<file path="src/rtl/mem_bus_arbiter.sv">
// mem_bus_arbiter
//   Shares the single core memory port between instruction fetch (IF) and the load/store
//   unit (LSU). A registered FSM grants one requester at a time. LSU normally wins a
//   collision, but a starvation counter forces one IF grant after STARVE_LIMIT consecutive
//   LSU grants taken while IF was waiting. A per-transfer timeout converts a memory that
//   never acks into an error response to the requester.
//
// Parameters
//   STARVE_LIMIT    LSU grants allowed while IF waits before IF wins once (>= 1)
//   TIMEOUT_CYCLES  GRANT cycles without i_MEM_ACK before abort; 0 disables the timeout
//
// Ports
//   i_CLK, i_RST                 clock, synchronous active-high reset
//   i_IF_REQ / i_IF_ADDR         fetch request, word address (bits [1:0] dropped)
//   o_IF_ACK / _RDATA / _ERR     fetch completion pulse, instruction word, timeout flag
//   i_LSU_REQ/_WE/_ADDR/_WDATA/_HB  data request, direction, address, store data, size
//   o_LSU_ACK / _RDATA / _ERR    access completion pulse, load data (0 on store), timeout
//   o_MEM_REQ/_WE/_ADDR/_WDATA/_HB  bus request and its latched fields
//   i_MEM_ACK / i_MEM_RDATA      bus completion and read data
//   o_BUSY                       high whenever the FSM is not idle
module mem_bus_arbiter #(
  parameter int unsigned STARVE_LIMIT   = 4,
  parameter int unsigned TIMEOUT_CYCLES = 255
) (
  input  logic        i_CLK,
  input  logic        i_RST,

  input  logic        i_IF_REQ,
  input  logic [31:0] i_IF_ADDR,
  output logic        o_IF_ACK,
  output logic [31:0] o_IF_RDATA,
  output logic        o_IF_ERR,

  input  logic        i_LSU_REQ,
  input  logic        i_LSU_WE,
  input  logic [31:0] i_LSU_ADDR,
  input  logic [31:0] i_LSU_WDATA,
  input  logic [1:0]  i_LSU_HB,
  output logic        o_LSU_ACK,
  output logic [31:0] o_LSU_RDATA,
  output logic        o_LSU_ERR,

  output logic        o_MEM_REQ,
  output logic        o_MEM_WE,
  output logic [31:0] o_MEM_ADDR,
  output logic [31:0] o_MEM_WDATA,
  output logic [1:0]  o_MEM_HB,
  input  logic        i_MEM_ACK,
  input  logic [31:0] i_MEM_RDATA,

  output logic        o_BUSY
);

  localparam int unsigned StarveW = $clog2(STARVE_LIMIT + 1);
  // Keep the timeout counter at least one bit wide even when the timeout is disabled.
  localparam int unsigned ToW     = (TIMEOUT_CYCLES == 0) ? 1 : $clog2(TIMEOUT_CYCLES + 1);
  localparam bit          ToEn    = (TIMEOUT_CYCLES != 0);

  localparam logic [StarveW-1:0] StarveMax = StarveW'(STARVE_LIMIT);
  localparam logic [ToW-1:0]     ToLast    =
      ToW'((TIMEOUT_CYCLES == 0) ? 0 : TIMEOUT_CYCLES - 1);

  typedef enum logic [1:0] {
    StIdle,
    StGrantIf,
    StGrantLsu,
    StResp
  } state_e;

  state_e              state_q, state_d;
  logic [StarveW-1:0]  starve_q, starve_d;
  logic [ToW-1:0]      to_q, to_d;

  logic                if_ack_q, if_ack_d;
  logic [31:0]         if_rdata_q, if_rdata_d;
  logic                if_err_q, if_err_d;
  logic                lsu_ack_q, lsu_ack_d;
  logic [31:0]         lsu_rdata_q, lsu_rdata_d;
  logic                lsu_err_q, lsu_err_d;
  logic                mem_req_q, mem_req_d;
  logic                mem_we_q, mem_we_d;
  logic [31:0]         mem_addr_q, mem_addr_d;
  logic [31:0]         mem_wdata_q, mem_wdata_d;
  logic [1:0]          mem_hb_q, mem_hb_d;
  logic                busy_q, busy_d;

  // Fetches are always word aligned; the low address bits carry no information.
  logic if_addr_lsb_unused;
  assign if_addr_lsb_unused = ^i_IF_ADDR[1:0];

  always_comb begin
    state_d     = state_q;
    starve_d    = starve_q;
    to_d        = to_q;
    if_ack_d    = 1'b0;
    if_rdata_d  = if_rdata_q;
    if_err_d    = if_err_q;
    lsu_ack_d   = 1'b0;
    lsu_rdata_d = lsu_rdata_q;
    lsu_err_d   = lsu_err_q;
    mem_req_d   = mem_req_q;
    mem_we_d    = mem_we_q;
    mem_addr_d  = mem_addr_q;
    mem_wdata_d = mem_wdata_q;
    mem_hb_d    = mem_hb_q;

    unique case (state_q)
      StIdle: begin
        // IF not waiting: nothing is being starved.
        if (!i_IF_REQ) starve_d = '0;

        if (i_IF_REQ && (!i_LSU_REQ || starve_q == StarveMax)) begin
          state_d     = StGrantIf;
          starve_d    = '0;
          to_d        = '0;
          mem_req_d   = 1'b1;
          mem_we_d    = 1'b0;
          mem_addr_d  = {i_IF_ADDR[31:2], 2'b00};
          mem_wdata_d = '0;
          mem_hb_d    = 2'b10;
        end else if (i_LSU_REQ) begin
          state_d     = StGrantLsu;
          to_d        = '0;
          mem_req_d   = 1'b1;
          mem_we_d    = i_LSU_WE;
          mem_addr_d  = i_LSU_ADDR;
          mem_wdata_d = i_LSU_WDATA;
          mem_hb_d    = i_LSU_HB;
          if (i_IF_REQ && starve_q != StarveMax) starve_d = starve_q + 1'b1;
        end
      end

      StGrantIf, StGrantLsu: begin
        if (i_MEM_ACK) begin
          state_d   = StResp;
          mem_req_d = 1'b0;
          if (state_q == StGrantIf) begin
            if_ack_d   = 1'b1;
            if_rdata_d = i_MEM_RDATA;
            if_err_d   = 1'b0;
          end else begin
            lsu_ack_d   = 1'b1;
            lsu_rdata_d = mem_we_q ? 32'h0 : i_MEM_RDATA;
            lsu_err_d   = 1'b0;
          end
        end else if (ToEn && to_q == ToLast) begin
          // Memory never answered: release the bus and report an error.
          state_d   = StResp;
          mem_req_d = 1'b0;
          if (state_q == StGrantIf) begin
            if_ack_d   = 1'b1;
            if_rdata_d = '0;
            if_err_d   = 1'b1;
          end else begin
            lsu_ack_d   = 1'b1;
            lsu_rdata_d = '0;
            lsu_err_d   = 1'b1;
          end
        end else if (ToEn) begin
          to_d = to_q + 1'b1;
        end
      end

      // One dead cycle so the requester can drop or change its request.
      StResp: state_d = StIdle;

      default: state_d = StIdle;
    endcase

    busy_d = (state_d != StIdle);
  end

  always_ff @(posedge i_CLK) begin
    if (i_RST) begin
      state_q     <= StIdle;
      starve_q    <= '0;
      to_q        <= '0;
      if_ack_q    <= 1'b0;
      if_rdata_q  <= '0;
      if_err_q    <= 1'b0;
      lsu_ack_q   <= 1'b0;
      lsu_rdata_q <= '0;
      lsu_err_q   <= 1'b0;
      mem_req_q   <= 1'b0;
      mem_we_q    <= 1'b0;
      mem_addr_q  <= '0;
      mem_wdata_q <= '0;
      mem_hb_q    <= '0;
      busy_q      <= 1'b0;
    end else begin
      state_q     <= state_d;
      starve_q    <= starve_d;
      to_q        <= to_d;
      if_ack_q    <= if_ack_d;
      if_rdata_q  <= if_rdata_d;
      if_err_q    <= if_err_d;
      lsu_ack_q   <= lsu_ack_d;
      lsu_rdata_q <= lsu_rdata_d;
      lsu_err_q   <= lsu_err_d;
      mem_req_q   <= mem_req_d;
      mem_we_q    <= mem_we_d;
      mem_addr_q  <= mem_addr_d;
      mem_wdata_q <= mem_wdata_d;
      mem_hb_q    <= mem_hb_d;
      busy_q      <= busy_d;
    end
  end

  assign o_IF_ACK    = if_ack_q;
  assign o_IF_RDATA  = if_rdata_q;
  assign o_IF_ERR    = if_err_q;
  assign o_LSU_ACK   = lsu_ack_q;
  assign o_LSU_RDATA = lsu_rdata_q;
  assign o_LSU_ERR   = lsu_err_q;
  assign o_MEM_REQ   = mem_req_q;
  assign o_MEM_WE    = mem_we_q;
  assign o_MEM_ADDR  = mem_addr_q;
  assign o_MEM_WDATA = mem_wdata_q;
  assign o_MEM_HB    = mem_hb_q;
  assign o_BUSY      = busy_q;

endmodule

</file>
<file path="config.mk">
export PLATFORM = sky130hd
export DESIGN_NAME = mem_bus_arbiter
export DESIGN_NICKNAME = d
export VERILOG_FILES = /design/src/rtl/mem_bus_arbiter.sv
export SDC_FILE = /design/constraint.sdc
export NUM_CORES = 1
export LEC_CHECK = 0
export ABC_AREA = 1
export BUFFER_PORTS_ARGS = -buffer_cell sky130_fd_sc_hd__buf_4
export CAP_MARGIN = 20
export CORE_MARGIN = 1.5
export CORE_UTILIZATION = 48
export CTS_CLUSTER_DIAMETER = 100
export DETAILED_ROUTE_END_ITERATION = 16
export GPL_TIMING_DRIVEN = 0
export PLACE_DENSITY = 0.77
export SYNTH_ARGS = -nofsm -noshare
export SYNTH_HDL_FRONTEND = slang
export SYNTH_SLANG_ARGS = --single-unit
</file>
<file path="constraint.sdc">
create_clock -name i_CLK -period 1.8 [get_ports i_CLK]
set_input_delay 0.18 -clock i_CLK [delete_from_list [all_inputs] [get_ports i_CLK]]
set_output_delay 0.18 -clock i_CLK [all_outputs]
set_load 0.03 [all_outputs]
</file>
* After elaboration in Yosys (flattened, before gate mapping) *
Index checks and enable logic that the tools add are counted.

cells by class
  $mul = 0
  add/sub/neg operators = 2
  bitwise logic cells = 2
  order comparisons = 0
  reductions and logical operators = 16
  multiplexer cells = 50
  div/mod/pow operators = 0
  equality and inequality tests = 10
  shift operators = 0

operators with widths
  cell                                                                   count
  32-bit 2-to-1 mux                                                      13
  8-bit 2-to-1 mux                                                       4
  1-bit 2-to-1 mux                                                       20
  8-bit one-hot mux with 2 select lines                                  1
  2-bit 2-to-1 mux                                                       6
  3-bit 2-to-1 mux                                                       4
  3-bit inequality test, second input constant                           3
  3-bit AND reduction                                                    3
  8-bit by 1-bit adder with 8-bit output, second input constant          1
  8-bit equality test, second input constant                             1
  2-bit nonzero test                                                     4
  2-bit one-hot mux with 3 select lines                                  1
  2-bit equality test, second input constant                             2
  2-bit inequality test, second input constant                           2
  4-bit AND reduction                                                    1
  2-bit OR reduction                                                     2
  3-bit by 1-bit adder with 3-bit output, second input constant          1
  3-bit equality test, second input constant                             1
  2-bit by 1-bit equality test with 1-bit output, second input constant  1
  1-bit logical AND                                                      2
  2-bit zero test                                                        1
  1-bit NOT                                                              2
  1-bit one-hot mux with 2 select lines                                  1
  2-bit AND reduction                                                    1
  other kinds (2)                                                        2

word-level totals
  flip-flop bits (word level) = 150
  RAM bits = 0
  output and inout port bits = 137
  word-level logic and storage cells = 95
  memories kept = 0
  input bits = 136
  bits in read-only memories = 0
  latch bits = 0

* Logic depth before layout (Yosys ltp) *
Gate-level depths: netlist (run 1).

  depth in word-level cells = 6
  depth in mapped cells = 11
  mapped depth without buffers = 10

* Worst setup path before layout (run 1) *
OpenSTA, ideal clock, no wires.

  path type = register to register
  from = register state_q[0]
  to = register if_rdata_q[10], in the netlist o_IF_RDATA[10]
  library setup time = 70 ps
  data required time = 1,730 ps
  buffers on the path = 2
  stages on the path, launching flop included = 8
  slack = 227 ps
  arrival time = 1,503 ps
  clock period less this slack = 1,573 ps
  cell sequence = dfxtp_1 inv_1 ha_1 buf_2 nand3_2 clkbuf_1 nand2_1 a21oi_1

on the way
  word-level cells in the longest chain between the ends = 3
  elaborated cells on any way between the ends = 4
  classes of those cells = eq/ne: 2; reduce/logical: 2

RTL lines
  element                                                                                RTL line       RTL
  from (decl)                                                                            70             state_e state_q, state_d;
  from (signal assigned)                                                                 175            state_q <= StIdle;
  from (signal assigned)                                                                 191            state_q <= state_d;
  2-bit by 1-bit equality test with 1-bit output or 2-bit equality test (tied branches)  107, 137, 150
  2-bit OR reduction                                                                     107            unique case (state_q)
  3-bit AND reduction (no source line) (*)                                               --
  to (signal assigned)                                                                   195            if_rdata_q <= if_rdata_d;
  to (decl)                                                                              75             logic [31:0] if_rdata_q, if_rdata_d;

Every way passes the cells marked *; elsewhere a longest branch is shown, timed or not.
A chain may end at the register's enable or synchronous reset.

* Final worst setup path (run 1) *
  from = register to_q[0]
  to = register lsu_rdata_q[14], in the netlist o_LSU_RDATA[14]

on the way
  word-level cells in the longest chain between the ends = 3

RTL lines
  element                               RTL line  RTL
  from (decl)                           72        logic [ToW-1:0] to_q, to_d;
  from (signal assigned)                193       to_q <= to_d;
  8-bit equality test                   146       end else if (ToEn && to_q == ToLast) begin
  2-bit nonzero test (no source line)   --
  3-bit AND reduction (no source line)  --
  to (signal assigned)                  198       lsu_rdata_q <= lsu_rdata_d;
  to (decl)                             78        logic [31:0] lsu_rdata_q, lsu_rdata_d;

Every way passes these cells.

==> results of run 1 <==
-- Yosys cell counts, types with 2 or more instances --
library cell	count
o211ai_1	32
ha_1	7
nand4_1	37
inv_2	2
buf_1	5
nor2_1	45
buf_6	3
inv_1	56
nand3_1	74
nor2_2	2
buf_2	31
clkbuf_1	30
dfxtp_1	150
o21ai_0	39
a21oi_1	82
nand2_1	276
-- state kept, by name, summed over array words and instances, names as in the netlist --
register and flops:
starve_q 3, o_MEM_REQ 1, o_IF_ERR 1, o_LSU_ERR 1
o_IF_ACK 1, o_MEM_ADDR 32, o_LSU_RDATA 32, o_LSU_ACK 1
state_q 2, to_q 8, o_MEM_HB 2, o_MEM_WE 1
o_MEM_WDATA 32, o_BUSY 1, o_IF_RDATA 32
-- layout make-up --
class	count	area, um^2	share of cell area, %
well taps	172	215	2.30
flip-flops and latches	150	3010	32.2
repair buffers	276	2090	22.3
clock buffers	20	457	4.88
plain buffers	68	359	3.84
multi-input cells	604	2900	31.0
clock inverters	12	105	1.12
inverters	58	218	2.33
-- report_power, final --
part	total, mW	internal (mW)	switching (mW)	leakage (nW)
Sequential	3.75	3.59	0.157	1.23
Combinational	2.31	0.858	1.45	3.17
Clock	3.36	1.97	1.39	0.264
Total	9.41	6.41	3.00	4.66
-- stage by stage --
stage / instances / setup slack [ns] / total power [mW] / hold WS (ns) / instance area, um^2
6_report: 1360 / 0.0862 / 9.41 / 0.0127 / 9350
3_3_place_gp: 1321 / -0.154 / 6.01 / 0.432 / 8630
5_1_grt: 1360 / -0.0148 / 9.82 / 0.00613 / 9350
4_1_cts: 1355 / 0.00383 / 9.40 / 0.000143 / 9230
2_1_floorplan: 880 / 0.227 / 5.10 / 0.322 / 6390
3_5_place_dp: 1321 / -0.176 / 6.03 / 0.439 / 8630
-- layer usage --
layer	GRT usage [%]	wire (um)
met5	0	0
met4	9.41	399
met3	9.03	1800
met2	49.5	10100
met1	35.2	8600
-- worst max-delay path, stage by stage (launching register included) --
cell	delay [ns]
dfxtp_4	0.36
inv_2	0.09
ha_4	0.14
nand2_1	0.06
nor2_2	0.14
nand2_2	0.11
nand2_4	0.10
nand3_4	0.16
nor2_8	0.23
buf_6	0.15
nand2_1	0.06
nand2_1	0.06
-- logic make-up after synthesis --
| family | count (synthesis) | share of synthesized area, % |
|---|---|---|
| xor gates and xnor gates | 1 | 0.137 |
| adders and majority gates | 7 | 1.37 |
| DFF | 150 | 47.0 |
| AOI/OAI and AO/OA | 155 | 13.5 |
| buffers and inverters | 127 | 8.42 |
| and+or+nand+nor | 440 | 29.6 |
-- cells in the final DEF, fill, tap and decap left out, drive strengths merged, types with 2 or more instances in the layout --
master | Yosys | final
buf | 39 | 311
nand2 | 278 | 278
dfxtp | 150 | 150
a21oi | 82 | 82
nand3 | 76 | 76
inv | 58 | 58
clkbuf | 30 | 51
nor2 | 48 | 49
o21ai | 39 | 39
nand4 | 37 | 37
o211ai | 32 | 32
ha | 7 | 7
clkinv | 0 | 6
clkinvlp | 0 | 5
dlygate4sd3 | 0 | 2
-- what timing repair did --
item / 4_1_cts / 5_1_grt
buffers inserted: 0 / 2
resized for setup: 9 / 45
endpoints found under the hold margin: 2 / 0
gates cloned: 0 / 4
setup endpoints to repair: 95 / 130
pin swaps: 0 / 3
hold buffers: 2 / 0
-- path summary, 6_finish.rpt --
check	cells after the start	start	endpoint	slack, ns
max reg2reg	11	to_q[0]	o_LSU_RDATA[14]	0.09
min	3	i_LSU_WDATA[4]	o_MEM_WDATA[4]	0.01
min reg2reg	2	o_IF_RDATA[5]	o_IF_RDATA[5]	0.46
max	11	to_q[0]	o_LSU_RDATA[14]	0.09
==> key figures, run 1 <==
Global route
  • Combined global-route utilization of all metal layers: 29.2%
  • Pin count of the biggest net entering global routing: 17
  • Sum of overflow across all layers after global routing: 0
  • Via count of the first global-routing pass: 6,579
  • Global-route wire length before repair: 32.9 mm
  • Initial antenna violation count: 0

Worst setup path
  • Required time at the worst-slack endpoint: 2.16 ns
  • CP endpoint kind: register
  • Kind of start point of the critical path: register
  • Crit-path max FO: 8
  • Type of the worst setup path: reg -> reg
  • Critical path arrival: 2.08 ns

Timing
  • Slew at the pin closest to its max-slew limit: 0.528 ns
  • Worst rel slew slack: 64.8%
  • Count of final setup violators: 0
  • Shortest period the worst path allows: 1.71 ns
  • Number of endpoints with negative hold slack in the final report: 0
  • Fin. max-slew vios: 0
  • Fmax: 583 MHz
  • Clock skew after layout: 0.0117 ns
  • Total negative setup slack: 0 ns
  • Final clock period utilization by the worst path: 95.2%

Route
  • Vias after detailed routing: 7,036
  • Number of vias per cell after detailed routing: 5.17
  • DRC violation total after the first TritonRoute iteration: 436
  • Number of routed nets with antenna violations: 0
  • Wire length per cell: 15.4 um
  • Post-route DRC: 0
  • Initial DRT Pass Iterations: 6
  • WL final: 20.9 mm

Clock network
  • Worst-skew pair later-pin latency: 0.42 ns
  • Register clock-pin slew on the reported worst setup and hold paths: 0.06 ns
  • Clock root buffer: clkbuf_16
  • Cts bufs inserted: 17
  • Maximum clock insertion buffer count: 2
  • Clock net sink count: 150
  • Number of levels in the clock H-tree: 4
  • TritonCTS clock tree: yes

Power
  • Max VDD drop: 0.707 mV
  • PD cells: 1010 nW/um^2
  • Pleak: 4.66 nW

Outcome
  • Outcome: complete, no violations

Yosys
  • Synth top area share: 47.0%
  • Flip-flop and latch count after synthesis: 150
  • Fraction of synthesis flops using an asynchronous set or reset pin: 0%
  • Syn Std Cell Area: 6390 um^2
  • Number of synthesized flops with an enable pin: 0
  • Post-synth top area cell: dfxtp_1
  • Share of the yosys chip area belonging to registers: 47.0%
  • Number of synthesis warnings: 0
  • Top cells by area, synth: dfxtp_1 (47%), nand2_1 (16%), a21oi_1 (6.4%)
  • Synthesized area per cell: 7.26 um^2
  • Main synth FF type: dfxtp_1
  • Instance count of the mapped netlist: 880
  • Synthesized net count: 1,023
  • Count of unique library cells instantiated by Yosys: 25

Finish
  • Diode insertion count for antenna repair: 0
  • Layout fillers: 1,080
  • Utilization after layout: 72.9%
  • Ratio of cells with drive above 1 in the final layout: 31.0%
  • Final-stage net count: 1,318
  • Layout overhead on the synthesized area: 46.3%

Floorplan
  • Die Height: 118 um
  • Die extent in x: 118 um
  • Placement Rows: 41
  • Area of the placeable core: 12,800 um^2
  • Starting density of the core: 49.8%
  • I/O pin count: 273
  • Overall die area: 14,000 um^2

Placement
  • I/O Buffers: 269
  • Final Wtd Congestion: 0.871
  • Placed wire-length estimate after detailed placement: 15.3 mm

Run
  • Number of violations of the max-capacitance limit: 0

Min path
  • Hold Path Class: in -> reg
Note: power is estimated with default switching activity, not from simulation.
==> run 2, diff against run 1 <==
- CELL_PAD_IN_SITES_DETAIL_PLACEMENT: not set -> 1
- CELL_PAD_IN_SITES_GLOBAL_PLACEMENT: not set -> 2
- CORE_ASPECT_RATIO: not set -> 0.9
- CORE_UTILIZATION: 48 -> 25
==> key figures, run 2 (same netlist as run 1, synthesis figures left out) <==
Global route
  • Global-route wire length before repair: 39.6 mm
  • Pin count of the biggest net entering global routing: 17
  • Combined global-route utilization of all metal layers: 19.4%
  • Initial antenna violation count: 0
  • Sum of overflow across all layers after global routing: 0
  • Via count of the first global-routing pass: 7,237

Worst setup path
  • Length in cells of the worst reg-to-reg path: 5
  • Crit-path max FO: 10
  • Dominant delay contributor by cell family on the critical path: buffers and inverters
  • Required time at the worst-slack endpoint: 2.16 ns
  • Crit path buffers/inverters: 2
  • Reg2reg start: state_q[1]
  • First element of the critical path: state_q[1]
  • Critical Path Max Stage Delay: 0.44 ns
  • Kind of start point of the critical path: register
  • Worst path depth: 5
  • Type of the worst setup path: reg -> reg
  • Critical path arrival: 2.06 ns
  • Worst-path cell chain: inv_1, ha_2, clkbuf_1, nand4_1, a21oi_1
  • CP endpoint kind: register
  • Worst setup path end: o_IF_RDATA[31]
  • Terminus of the critical flop-to-flop path: o_IF_RDATA[31]
  • R2R setup slack: 0.09 ns
  • Highest-delay cell along the critical path: clkbuf_1

Timing
  • Final hold slack: 0.00952 ns
  • RSZ-0062 raised after global routing: true
  • Worst Setup Slack, final: 0.0940 ns
  • Final clock period utilization by the worst path: 94.8%
  • Shortest period the worst path allows: 1.71 ns
  • Count of final setup violators: 0
  • Clock skew after layout: 0.0119 ns
  • Total negative setup slack: 0 ns
  • Worst rel slew slack: 57.3%
  • Number of endpoints with negative hold slack in the final report: 0
  • Fmax: 586 MHz
  • Fin. max-slew vios: 0
  • Slew at the pin closest to its max-slew limit: 0.640 ns

Floorplan
  • Starting density of the core: 25.4%
  • Die Height: 155 um
  • I/O pin count: 273
  • Die extent in x: 172 um
  • Placement Rows: 55
  • Overall die area: 26,500 um^2
  • Area of the placeable core: 25,100 um^2

Outcome
  • Outcome: complete, no violations

Min path
  • Hold Path Class: in -> reg

Power
  • Clock power share: 38.5%
  • Internal: 6.72 mW
  • Net switching power figure: 3.27 mW
  • Reg power frac: 37.4%
  • PD cells: 1010 nW/um^2
  • Total power consumption of the routed design: 10.0 mW
  • Max VDD drop: 0.534 mV
  • Part of the total power dissipated in combinational logic: 24.1%
  • Proportion of total power due to net switching: 32.7%
  • Pleak: 4.82 nW

Placement
  • Placed wire-length estimate after detailed placement: 18.8 mm
  • Cell area reported after detailed placement: 8840 um^2
  • I/O Buffers: 269
  • Final Wtd Congestion: 0.769
  • Pre-CTS setup slack: -0.310 ns

Route
  • Post-route DRC: 0
  • Number of vias per cell after detailed routing: 4.55
  • Vias after detailed routing: 7,060
  • DRC violation total after the first TritonRoute iteration: 261
  • Wire length per cell: 16.4 um
  • WL final: 25.5 mm
  • Initial DRT Pass Iterations: 4
  • Number of routed nets with antenna violations: 0

Clock network
  • Worst-skew pair later-pin latency: 0.43 ns
  • Clock root buffer: clkbuf_16
  • Maximum clock insertion buffer count: 2
  • Register clock-pin slew on the reported worst setup and hold paths: 0.07 ns
  • Cts bufs inserted: 17
  • Number of levels in the clock H-tree: 4
  • Clock net sink count: 150
  • TritonCTS clock tree: yes

Finish
  • Diode insertion count for antenna repair: 0
  • Final-stage net count: 1,340
  • Ratio of cells with drive above 1 in the final layout: 30.4%
  • Area occupied by registers: 3010 um^2
  • Post-route cell area: 9850 um^2
  • Layout fillers: 3,143
  • Multi-input gate area: 2900 um^2
  • Most common cell after layout, fill and taps aside: buf_4
  • Layout overhead on the synthesized area: 54.1%
  • Leading cell types in the layout, fill and taps excluded: buf_4 (281), nand2_1 (271), dfxtp_1 (148), a21oi_1 (82), nand3_1 (74)

Run
  • Number of violations of the max-capacitance limit: 0
==> run 2: cell types whose count changed in the layout (fill, tap and decap cells not counted), sizes merged <==
cell,before,now
clkinv,6,2
clkbuf,51,53
inv,58,67
dlygate4sd3,2,24
buf,311,308
bufinv,1,3
clkinvlp,5,0
nor2,49,48
==> run 2: how the worst min path moves through the flow <==
stage | startpoint | endpoint | slack (ns) | cells after the start
3_5_place_dp | i_LSU_WDATA[23] | o_MEM_WDATA[23] | 0.44 | 3
4_1_cts | i_LSU_WE | o_MEM_WE | 0.0002 | 3
3_3_place_gp | i_LSU_WDATA[25] | o_MEM_WDATA[25] | 0.43 | 3
6_report | i_LSU_WE | o_MEM_WE | 0.01 | 3
2_1_floorplan | i_LSU_WDATA[14] | o_MEM_WDATA[14] | 0.32 | 2
5_1_grt | i_LSU_WDATA[5] | o_MEM_WDATA[5] | 0.003 | 3
==> run 2: timing repair <==
action	CTS	global route
gates resized for setup	12	35
pin swaps	0	2
setup endpoints to repair	131	137
gates cloned	0	1
hold buffers	24	0
buffers inserted	0	5
hold endpoints to repair	24	0
==> run 2: metrics by stage <==
step / util [%] / cells
detailed placement: 35.2 / 1491
global placement: 35.2 / 1491
finish: 39.2 / 1552
CTS: 38.7 / 1546
floorplan: - / 880
global route: 39.2 / 1552
==> run 2: worst reg2reg max path: stages (launching register included) <==
cell      delay (ns)
dfxtp_1         0.31
inv_1           0.16
ha_2            0.36
clkbuf_1        0.45
nand4_1         0.18
a21oi_1         0.18
==> run 2: layout make-up <==
class | instances | share of cell area, %
clock inverter | 14 | 1.89
tap | 342 | 4.34
buffer | 68 | 3.70
multi-input combinational | 603 | 29.4
inverter | 58 | 2.21
clock buffer | 18 | 4.36
sequential | 150 | 30.5
timing repair buffer | 299 | 23.6
==> run 2: metal layers <==
| layer | track usage (%) | share of wire, % | up-vias |
|---|---|---|---|
| met5 | 0 | 0 | - |
| li1 | - | - | 3525 |
| met2 | 31.1 | 47 | 151 |
| met4 | 7.64 | 2.9 | 0 |
| met1 | 24.9 | 46 | 3347 |
| met3 | 4.66 | 4.8 | 37 |
==> run 2: power groups by stage <==
stage	logic [mW]	clock network, mW	registers [mW]
after detailed placement	2.32	0	3.80
after floorplan	0.850	0	4.25
final	2.41	3.85	3.74
after CTS	2.39	3.94	3.73
after global routing	2.63	4.09	3.77
after global placement	2.30	0	3.80
==> run 3, diff against run 2 <==
- CORE_MARGIN: 1.5 -> 3
==> key figures, run 3 (same netlist as run 1, synthesis figures left out) <==
Floorplan
  • Starting density of the core: 25.9%
  • Die extent in x: 175 um
  • Placement Rows: 54
  • Die Height: 158 um
  • I/O pin count: 273
  • Area of the placeable core: 24,700 um^2
  • Overall die area: 27,500 um^2

Finish
  • Diode insertion count for antenna repair: 0
  • Leading cell types in the layout, fill and taps excluded: buf_4 (283), nand2_1 (272), dfxtp_1 (149), a21oi_1 (82), nand3_1 (74)
  • Area occupied by registers: 3000 um^2
  • Layout overhead on the synthesized area: 53.5%
  • Final-stage net count: 1,338
  • Layout fillers: 3,052
  • Post-route cell area: 9810 um^2
  • Ratio of cells with drive above 1 in the final layout: 30.5%
  • Utilization after layout: 39.8%
  • Multi-input gate area: 2890 um^2
  • Most common cell after layout, fill and taps aside: buf_4

Worst setup path
  • Crit-path max FO: 10
  • First element of the critical path: to_q[0]
  • CP endpoint kind: register
  • Terminus of the critical flop-to-flop path: o_LSU_RDATA[20]
  • R2R setup slack: 0.13 ns
  • Reg2reg start: to_q[0]
  • Required time at the worst-slack endpoint: 2.17 ns
  • Critical path arrival: 2.05 ns
  • Length in cells of the worst reg-to-reg path: 11
  • Kind of start point of the critical path: register
  • Type of the worst setup path: reg -> reg

Clock network
  • Clock root buffer: clkbuf_16
  • Maximum clock insertion buffer count: 2
  • Clock net sink count: 150
  • Register clock-pin slew on the reported worst setup and hold paths: 0.07 ns
  • Worst-skew pair later-pin latency: 0.43 ns
  • TritonCTS clock tree: yes
  • Number of levels in the clock H-tree: 4
  • Cts bufs inserted: 17

Global route
  • Combined global-route utilization of all metal layers: 18.4%
  • Via count of the first global-routing pass: 7,198
  • Initial antenna violation count: 0
  • Pin count of the biggest net entering global routing: 17
  • Global-route wire length before repair: 40.1 mm
  • Sum of overflow across all layers after global routing: 0

Timing
  • Total negative setup slack: 0 ns
  • Fmax: 598 MHz
  • Slew at the pin closest to its max-slew limit: 0.564 ns
  • Worst rel slew slack: 62.4%
  • Number of endpoints with negative hold slack in the final report: 0
  • Final clock period utilization by the worst path: 92.9%
  • Clock skew after layout: 0.00984 ns
  • Fin. max-slew vios: 0
  • Count of final setup violators: 0
  • Shortest period the worst path allows: 1.67 ns

Placement
  • I/O Buffers: 269
  • Cell area reported after detailed placement: 8830 um^2
  • Placed wire-length estimate after detailed placement: 19.2 mm
  • Final Wtd Congestion: 0.793

Route
  • Post-route DRC: 0
  • Number of routed nets with antenna violations: 0
  • Initial DRT Pass Iterations: 4
  • Number of vias per cell after detailed routing: 4.54
  • WL final: 25.9 mm
  • Vias after detailed routing: 7,012
  • Wire length per cell: 16.8 um
  • DRC violation total after the first TritonRoute iteration: 228

Min path
  • Start point of the worst min-delay path: i_LSU_WDATA[2]
  • Hold EP: o_MEM_WDATA[2]
  • Number of stages on the worst hold path: 3
  • Hold Path Class: in -> reg

Power
  • Part of the total power dissipated in combinational logic: 24.1%
  • Max VDD drop: 0.507 mV
  • Proportion of total power due to net switching: 32.2%
  • Pleak: 4.79 nW
  • Internal: 6.75 mW
  • Clock power share: 38.4%
  • Net switching power figure: 3.20 mW
  • Reg power frac: 37.5%
  • PD cells: 1010 nW/um^2

Outcome
  • Outcome: complete, no violations

Run
  • Number of violations of the max-capacitance limit: 0
-- run 3: changes by cell type in the layout (fill, tap and decap cells not counted), sizes merged --
cell	change
dlygate4sd3	-1
clkinvlp	+4
clkinv	+1
buf	+4
inv	-6
clkbuf	-4
-- run 3: metrics by stage --
stage / hold slack, ns / power [mW] / setup WS (ns) / std cells
final: 0.0183 / 9.95 / 0.128 / 1544
after global routing: 0.00729 / 10.5 / -0.00362 / 1544
after CTS: 0.000324 / 10.1 / 0.00390 / 1539
after detailed placement: 0.444 / 6.13 / -0.280 / 1485
after floorplan: 0.322 / 5.10 / 0.227 / 880
after global placement: 0.433 / 6.11 / -0.269 / 1485
-- run 3: worst max-delay path by stage --
stage / slack (ns) / end / cells past startpoint
after global placement: -0.27 / o_MEM_ADDR[18] / 8
after global routing: -0.004 / o_LSU_RDATA[11] / 11
after floorplan: 0.23 / o_IF_RDATA[10] / 7
after detailed placement: -0.28 / o_MEM_ADDR[20] / 8
final: 0.13 / o_LSU_RDATA[20] / 11
after CTS: 0.004 / o_IF_RDATA[23] / 7
-- run 3: critical path, stage by stage, from the launching register on --
cell     delay (ns)
dfxtp_1        0.34
inv_2          0.08
ha_1           0.16
nand2_1        0.06
nor2_2         0.13
nand2_2        0.11
nand2_4        0.12
nand3_4        0.14
nor2_8         0.20
buf_6          0.17
nand2_1        0.06
nand2_1        0.06
-- run 3: per-layer routing --
metal  GRT usage [%]  up-vias  part of all wire, %
met3            4.51       31                  4.9
li1                -     3524                    -
met5               0        -                    0
met2            30.8      162                   47
met1            23.3     3295                   45
met4            6.38        0                  2.3
-- run 3: area by class of cell --
class,count,area share [%]
Buffer,68,3.75
Inverter,58,2.22
Multi-Input combinational cell,603,29.5
Clock inverter,13,1.72
Sequential cell,150,30.6
Tap cell,336,4.28
Clock buffer,19,4.62
Timing Repair Buffer,297,23.3
-- run 3: power groups by stage --
stage	Clock (mW)	Combinational, mW	Sequential [mW]
floorplan	0	0.850	4.25
global placement	0	2.32	3.80
detailed placement	0	2.33	3.80
CTS	3.93	2.39	3.73
global route	4.08	2.63	3.77
finish	3.82	2.40	3.73
-- run 3: timing repair --
item | in CTS | in global routing
cloned | 0 | 0
pin swaps | 0 | 6
setup endpoints to repair | 129 | 136
hold endpoints to repair | 23 | 0
resized for setup | 18 | 24
hold buffers | 23 | 0
buffers inserted | 0 | 5
